==> src/rtl/serial_subtractor_pkg.sv <==
// serial_subtractor_pkg: shared state encoding and counter sizing helper
package serial_subtractor_pkg;
  typedef enum logic [1:0] {IDLE = 2'd0, RUN = 2'd1, DONE = 2'd2} state_t;
  function automatic int cnt_w(input int w);
    return (w > 1) ? $clog2(w) : 1;
  endfunction
endpackage

==> src/rtl/serial_subtractor_full_subtractor.sv <==
// full_subtractor: one-bit a - b - bin cell with borrow-out
module full_subtractor (
  input  logic a,
  input  logic b,
  input  logic bin,
  output logic d,
  output logic bout
);
  assign d = a ^ b ^ bin;
  assign bout = (~a & b) | (~(a ^ b) & bin);
endmodule

==> src/rtl/serial_subtractor.sv <==
// serial_subtractor: bit-serial a - b - bin, LSB first, valid/ready on both sides
module serial_subtractor
  import serial_subtractor_pkg::*;
#(
  parameter int WIDTH = 8
) (
  input  logic             clock,
  input  logic             reset,
  input  logic             io_in_valid,
  output logic             io_in_ready,
  input  logic [WIDTH-1:0] io_in_a,
  input  logic [WIDTH-1:0] io_in_b,
  input  logic             io_in_bin,
  output logic             io_out_valid,
  input  logic             io_out_ready,
  output logic [WIDTH-1:0] io_out_diff,
  output logic             io_out_borrow,
  output logic             io_out_overflow
);
  localparam int CW = cnt_w(WIDTH);
  state_t state, state_nx;
  logic [WIDTH-1:0] a_sr, b_sr, result;
  logic [CW-1:0] cnt;
  logic borrow, a_msb, b_msb, d, bo, last;
  full_subtractor u_fs (.a(a_sr[0]), .b(b_sr[0]), .bin(borrow), .d(d), .bout(bo));
  assign last = cnt == CW'(WIDTH - 1);
  always_comb begin
    state_nx = state == IDLE ? (io_in_valid ? RUN : IDLE)
             : state == RUN  ? (last ? DONE : RUN)
             : (io_out_ready ? IDLE : DONE);
    io_in_ready = state == IDLE;
    io_out_valid = state == DONE;
    io_out_diff = result;
    io_out_borrow = borrow;
    io_out_overflow = (a_msb != b_msb) && (result[WIDTH-1] != a_msb);
  end
  always_ff @(posedge clock) begin
    if (!reset) begin
      state <= IDLE;
      a_sr <= '0;
      b_sr <= '0;
      result <= '0;
      cnt <= '0;
      borrow <= 1'b0;
      a_msb <= 1'b0;
      b_msb <= 1'b0;
    end else begin
      state <= state_nx;
      if (state == IDLE && io_in_valid) begin
        a_sr <= io_in_a;
        b_sr <= io_in_b;
        borrow <= io_in_bin;
        a_msb <= io_in_a[WIDTH-1];
        b_msb <= io_in_b[WIDTH-1];
        result <= '0;
        cnt <= '0;
      end else if (state == RUN) begin
        a_sr <= a_sr >> 1;
        b_sr <= b_sr >> 1;
        result <= {d, result[WIDTH-1:1]};
        borrow <= bo;
        cnt <= last ? cnt : cnt + 1'b1;
      end
    end
  end
endmodule

==> config.mk <==
export PLATFORM = sky130hd
export DESIGN_NAME = serial_subtractor
export DESIGN_NICKNAME = d
export VERILOG_FILES = /design/src/rtl/serial_subtractor_pkg.sv /design/src/rtl/serial_subtractor_full_subtractor.sv /design/src/rtl/serial_subtractor.sv
export SDC_FILE = /design/constraint.sdc
export NUM_CORES = 1
export LEC_CHECK = 0
export ABC_AREA = 1
export CAP_MARGIN = 20
export CORE_MARGIN = 3
export CORE_UTILIZATION = 49
export DETAILED_ROUTE_END_ITERATION = 8
export PLACE_DENSITY = 0.9
export SETUP_SLACK_MARGIN = 0.3
export SLEW_MARGIN = 10
export SYNTH_ARGS = -nofsm -noshare
export SYNTH_HDL_FRONTEND = slang
export SYNTH_SLANG_ARGS = --single-unit
==> constraint.sdc <==
create_clock -name clock -period 1.4 [get_ports clock]
set_clock_uncertainty 0.05 [all_clocks]
set_input_delay 0.35 -clock clock [delete_from_list [all_inputs] [get_ports clock]]
set_output_delay 0.35 -clock clock [all_outputs]
set_load 0.03 [all_outputs]
==> metrics.cfg, run 1 <==
[status]
status=did not finish
outcome.stop_stage=global routing (5_1_grt)
toolErrorMsg=[ERROR DPL-0038] Utilization greater than 100%, impossible to legalize

[cts]
cts_max_path_buffers=2
htreeDepth=2
numCtsBuffers=5
cts.sinks=32
cts_hold_buf=0
cts_root_buf=clkbuf_4

[logic_synthesis]
syn_inst=220
seq_area_frac_synth=0.4267
syn_area_per_cell_um2=6.825
ys_ff_latch=32
synth.distinct_cells=20
synthArstFlopShare=0
syn-cell-area_mm2=0.001501
mappedNetlistNets=244
synth_flop_cell=dfxtp_1
yosys-top-cells-area=dfxtp_1 43%, nand2_1 18%, nand3_1 9.3%
synth_edf_count=0
synth_top_area_cell=dfxtp_1
synth_most_common_cell=nand2_1
synth_commonest_cells=71 x nand2_1, 32 x dfxtp_1, 28 x nand3_1
yosysWarnings=0
synth_top_cell_area_share=0.4267

[die]
num_rows=19
initial_core_util=0.5307
ios=33
die_width_um=61.36
die_y_um=61.36

[placement]
place_inst=291
gp_congestion=0.8361
post-place-ws_ns=-0.2501
place_hpwl_um=2607
numPortBuffers=32
placed_area_mm2=0.001997

[grt]
grt_max_degree=11

[sta]
worst_endpoint_kind=primary output
grt_repair_worst_endpoint=io_out_overflow

[repair_timing]
item	4_1_cts
cloned	3
setup endpoints to repair	44
resized for setup	90
buffers inserted	15
pin swaps	20
[cell families after synthesis]
kind of cell	share of synthesized area
AO/OA/AOI/OAI	0.1058
adder cells (fa/ha/maj)	0.03000
buffers and inverters	0.1150
flip-flops	0.4267
AND/OR/NAND/NOR	0.3225
[through the flow]
stage,utilization,hold slack (ns)
floorplan,-,0.3870
global placement,0.7059,0.4024
detailed placement,0.7059,0.4040
CTS,0.9014,0.4172
==> run 2: changes to the inputs <==
Settings changed: CORE_UTILIZATION 49 to 35, PLACE_DENSITY 0.9 to unset, PLACE_DENSITY_LB_ADDON set to 0.15, SETUP_SLACK_MARGIN 0.3 to unset.
==> metrics.cfg, run 2 <==
[status]
status=finished with violations  ; was did not finish
violations=negative setup slack

[worst_setup_path]
endpoint_kind=output pin
critical_path_class=flip-flop to output pin
reg2regPathDepth=8
cp.required_ns=1.00
reg2reg_setup_slack_ns=0.13
cp.arrival_ns=1.01
rr_startpoint=state[0]
worst_setup_path_start_kind=flip-flop
worstReg2RegEnd=a_sr[0]
critPathLaunch=state[0]
critPathMaxFanout=5
critPathCapture=io_out_valid

[cells_and_area]
fin_cells=318
nFillCells=431
final_core_util=0.5196
diodes=0
layout.nets=291
final_cell_mix=71 x nand2_1, 28 x nand3_1, 27 x dfxtp_1
final_common_cell=nand2_1
fin_area_mm2=0.002108
drive_gt1_frac=0.2015
area_growth_pct=40.42

[cts]
cts_hold_buf=0  ; unchanged
insertion_delay_ns=0.28
numCtsBuffers=5  ; unchanged
htreeDepth=2  ; unchanged
cts_max_path_buffers=2  ; unchanged
tritoncts=done
cts.sinks=32  ; unchanged
path_clk_slew_ns=0.07
cts_root_buf=clkbuf_8  ; was clkbuf_4

[pwr]
p_leak_nw=0.9871
netSwitchingFraction=0.2750
p_comb_frac=0.223
seqPwrFrac=0.421
p_int_mw=1.761
irDropWorstVdd_v=0.0004781
switching_power_mw=0.6678
power_mw=2.428
clockPowerShare=0.356
p_per_area_mw_per_mm2=1152

[grt]
grt_pass1_wl_um=5506
grt_pass1_vias=1242
grt_overflow=0
grt_max_degree=17
track_usage=0.1387
antenna_found_initial=0

[drt]
drc=0
drtPass1Iterations=4
vias=1448
antenna_left=0
drt_iter0_drc=56
viasPerCell=4.553
finalWirelength_um=3430
wire_per_inst_um=10.79

[logic_synthesis]
yosysWarnings=0  ; unchanged
synth_flop_cell=dfxtp_1  ; unchanged
ys_ff_latch=32  ; unchanged
synth-xor-area-share=0  ; unchanged
synth_edf_count=0  ; unchanged
yosys.area_share.adder=0.03000  ; unchanged
synth_top_cell_area_share=0.4267  ; unchanged
syn_area_per_cell_um2=6.825  ; unchanged
seq_area_frac_synth=0.4267  ; unchanged
synth_most_common_cell=nand2_1  ; unchanged
yosys-top-cells-area=dfxtp_1 43%, nand2_1 18%, nand3_1 9.3%  ; unchanged
synthSimpleGateAreaFrac=0.3225  ; unchanged
muxShareOfSynthArea=0  ; unchanged
synthArstFlopShare=0  ; unchanged
synth.distinct_cells=20  ; unchanged
syn_inst=220  ; unchanged
synth_top_family_by_area=simple AND/OR/NAND/NOR gates  ; unchanged
synth_commonest_cells=71 x nand2_1, 32 x dfxtp_1, 28 x nand3_1  ; unchanged
synth_compound_area_frac=0.1058  ; unchanged
mappedNetlistNets=244  ; unchanged
synth_top_area_cell=dfxtp_1  ; unchanged
syn-cell-area_mm2=0.001501  ; unchanged

[sta]
setup_slack_ns=-0.008992
rsz0062_at_grt=true
setup_viol=2
finalHoldViolCount=0
max_slew_margin=0.8620
max_freq_mhz=709.7
drv_slew=0
worst_slew_pin_slew_ns=0.2062
min_period_over_period=1.006
setup_tns_ns=-0.01728
fin_crit_ns=1.409

[die]
coreArea_mm2=0.004058
initial_core_util=0.3700  ; was 0.5307
num_rows=23  ; was 19
ios=33  ; unchanged
die_width_um=71.50  ; was 61.36 um
dieArea_mm2=0.005112
die_y_um=71.50  ; was 61.36 um

[worst_hold_path]
hp-class=flip-flop to flip-flop

[placement]
place_hpwl_um=2478  ; was 2607 um
place_inst=308  ; was 291
numPortBuffers=32  ; unchanged
placed_area_mm2=0.001946  ; was 0.001997 mm2
gp_congestion=0.7500  ; was 0.8361

[job]
drv_cap=0

## run 2: cell type report
type | instances | area [um2] | area share
repair buffers | 52 | 480.5 | 0.2279
clock buffers | 6 | 72.57 | 0.03442
multi-input cells | 149 | 699.4 | 0.3318
inverters | 27 | 106.4 | 0.05045
flip-flops and latches | 32 | 651.9 | 0.3092
clock inverters | 2 | 35.03 | 0.01662
well taps | 50 | 62.56 | 0.02967
## run 2: worst min-delay path by stage
stage                               from             end  slack [ns]  cells past startpoint
final                     io_out_diff[0]  io_out_diff[0]        0.41                      2
after global routing              cnt[1]          cnt[1]        0.42                      2
after CTS                        a_sr[5]         a_sr[5]        0.42                      2
after detailed placement         a_sr[1]         a_sr[1]        0.41                      2
after global placement    io_out_diff[0]  io_out_diff[0]        0.40                      2
after floorplan                  a_sr[7]         a_sr[7]        0.39                      2
## run 2: power groups by stage
stage | Clock [mW] | Sequential, mW | Combinational, mW
3_5_place_dp | 0 | 1.04 | 0.517
3_3_place_gp | 0 | 1.04 | 0.516
6_report | 0.864 | 1.02 | 0.541
5_1_grt | 0.930 | 1.03 | 0.604
2_1_floorplan | 0 | 1.03 | 0.308
4_1_cts | 0.892 | 1.02 | 0.547
## run 2: kinds of logic (layout without fill, tap and decap cells)
logic type	after synthesis	count (layout)
simple gates	115	115
fa+ha+maj	3	3
compound gates	31	31
buf+inv	39	87
flops	32	32
## run 2: timing repair
item,CTS,global route
pin swaps,2,1
setup endpoints to repair,3,2
resized for setup,15,4
buffers inserted,2,0
## run 2: through the flow
stage	hold slack [ns]	worst slack (ns)
floorplan	0.3870	0.07131
global placement	0.4019	-0.1397
detailed placement	0.4062	-0.1562
CTS	0.4166	-0.02128
global route	0.4244	-0.08927
finish	0.4137	-0.008992
## run 2: worst max-delay path, cell delays in order (launching register included)
cell and delay, ns:
dfxtp_4 0.36, buf_6 0.13, nor2_4 0.09, buf_6 0.14
## run 2: per-layer routing
layer | share of wire | up-vias | GRT usage
met5 | 0 | - | 0
met3 | 0.056 | 5 | 0.05189
met4 | 0.014 | 0 | 0.05010
met1 | 0.50 | 635 | 0.1870
li1 | - | 779 | -
met2 | 0.43 | 29 | 0.2031
(Power assumes the default switching activity.)
==> run 3: changes to the inputs <==
Settings changed: CAP_MARGIN 20 to unset, RECOVER_POWER set to 100.
==> metrics.cfg, run 3 (same netlist as run 2, synthesis figures left out) <==
[worst_setup_path]
cp.required_ns=1.00  ; about the same
reg2reg_setup_slack_ns=0.01  ; was 0.13 ns
endpoint_kind=output pin  ; unchanged
critical_path_class=flip-flop to output pin  ; unchanged
worst_setup_path_start_kind=flip-flop  ; unchanged
cp.arrival_ns=1.01  ; about the same
path_delay_family=flip-flops  ; unchanged
cp_slowest_cell=dfxtp_2  ; was dfxtp_4
cp_cell_sequence=inv_6, nor2_4, buf_6  ; was buf_6, nor2_4, buf_6
path_buf_inv=2  ; unchanged
critPathMaxFanout=8  ; was 5
slowest_delay_ns=0.40  ; was 0.36 ns

[cts]
cts_root_buf=clkbuf_8  ; unchanged
tritoncts=done  ; unchanged
numCtsBuffers=5  ; unchanged
htreeDepth=2  ; unchanged
cts_max_path_buffers=2  ; unchanged
insertion_delay_ns=0.28  ; about the same
path_clk_slew_ns=0.06  ; was 0.07 ns
cts.sinks=32  ; unchanged
cts_hold_buf=0  ; unchanged

[pwr]
irDropWorstVdd_v=0.0004784  ; was 0.0004781 V
p_per_area_mw_per_mm2=1172  ; was 1152 mW/mm2
p_leak_nw=0.9716  ; was 0.9871 nW

[grt]
grt_pass1_wl_um=5506  ; unchanged
track_usage=0.1387  ; unchanged
grt_max_degree=17  ; unchanged
grt_pass1_vias=1242  ; unchanged
antenna_found_initial=0  ; unchanged
grt_overflow=0  ; unchanged

[drt]
vias=1442  ; was 1,448
drtPass1Iterations=4  ; unchanged
drc=0  ; unchanged
antenna_left=0  ; unchanged
wire_per_inst_um=10.88  ; was 10.79 um
drt_iter0_drc=54  ; was 56
viasPerCell=4.535  ; was 4.553
finalWirelength_um=3460  ; was 3430 um

[cells_and_area]
layout.nets=291  ; unchanged
nFillCells=439  ; was 431
final_cell_mix=72 x nand2_1, 28 x nand3_1, 27 x dfxtp_1  ; was 71 x nand2_1, 28 x nand3_1, 27 x dfxtp_1
fin_area_mm2=0.002058  ; was 0.002108 mm2
fin_cells=318  ; unchanged
diodes=0  ; unchanged
area_growth_pct=37.08  ; was 40.42%
final_common_cell=nand2_1  ; unchanged
drive_gt1_frac=0.1978  ; was 0.2015

[sta]
fin_crit_ns=1.411  ; was 1.409 ns
setup_slack_ns=-0.01100  ; was -0.008992 ns
setup_tns_ns=-0.02419  ; was -0.01728 ns
drv_slew=0  ; unchanged
min_period_over_period=1.008  ; was 1.006
max_freq_mhz=708.7  ; was 709.7 MHz
fin_hold_ws_ns=0.4151  ; was 0.4137 ns
worst_slew_pin_slew_ns=0.2052  ; was 0.2062 ns
finalHoldViolCount=0  ; unchanged
max_slew_margin=0.8627  ; was 0.8620
rsz0062_at_grt=true  ; unchanged
setup_viol=3  ; was 2

[worst_hold_path]
hp-class=flip-flop to flip-flop  ; unchanged

[die]
die_y_um=71.50  ; unchanged
die_width_um=71.50  ; unchanged
ios=33  ; unchanged
num_rows=23  ; unchanged
coreArea_mm2=0.004058  ; unchanged
dieArea_mm2=0.005112  ; unchanged
initial_core_util=0.3700  ; unchanged

[status]
violations=negative setup slack  ; unchanged
status=finished with violations  ; unchanged

[placement]
place_hpwl_um=2478  ; unchanged
place_inst=308  ; unchanged
post-place-ws_ns=-0.1562  ; unchanged
placed_area_mm2=0.001946  ; unchanged
numPortBuffers=32  ; unchanged
gp_congestion=0.7500  ; unchanged

[job]
drv_cap=0  ; unchanged

-- run 3: what timing repair did --
item                                    4_1_cts  5_1_grt
setup buffers                                 2        0
pin swaps                                     2        1
gates resized for setup                      15        4
endpoints found under the setup margin        3        2
-- run 3: stage by stage --
stage          power [mW]  utilization
5_1_grt             2.546       0.5072
6_report            2.412       0.5072
2_1_floorplan       1.341            -
3_3_place_gp        1.553       0.4795
4_1_cts             2.460       0.5177
3_5_place_dp        1.555       0.4795
-- run 3: final cells by class --
cell class | count | area (um2) | area share
clock buffer | 6 | 72.57 | 0.03526
clock inverter | 2 | 35.03 | 0.01702
inverter | 27 | 106.4 | 0.05167
multi-input combinational | 149 | 691.9 | 0.3362
sequential | 32 | 646.9 | 0.3143
tap | 50 | 62.56 | 0.03040
timing repair buffer | 52 | 442.9 | 0.2152
-- run 3: layer usage --
metal	track usage	wire length [um]
met1	0.1870	1724
met2	0.2031	1474
met5	0	0
met3	0.05189	212
met4	0.05010	49
-- run 3: path summary, 6_finish.rpt --
| check | cells past startpoint | startpoint | end |
|---|---|---|---|
| worst min-delay path | 2 | b_sr[7] | b_sr[7] |
| worst max register to register | 6 | state[1] | io_out_diff[5] |
| worst min register to register | 2 | b_sr[7] | b_sr[7] |
| worst max-delay path | 3 | state[1] | io_out_valid |
-- run 3: tightest hold or removal path: stages (launching register included) --
cell and delay [ns]:
dfxtp_1 0.32, nand2_1 0.06, o21ai_1 0.05
-- run 3: where the power goes --
| part | leakage [nW] | internal (mW) | switching (mW) |
|---|---|---|---|
| logic | 0.653 | 0.241 | 0.284 |
| clock network | 0.0552 | 0.528 | 0.338 |
| registers | 0.264 | 0.978 | 0.0442 |
| total | 0.972 | 1.75 | 0.666 |
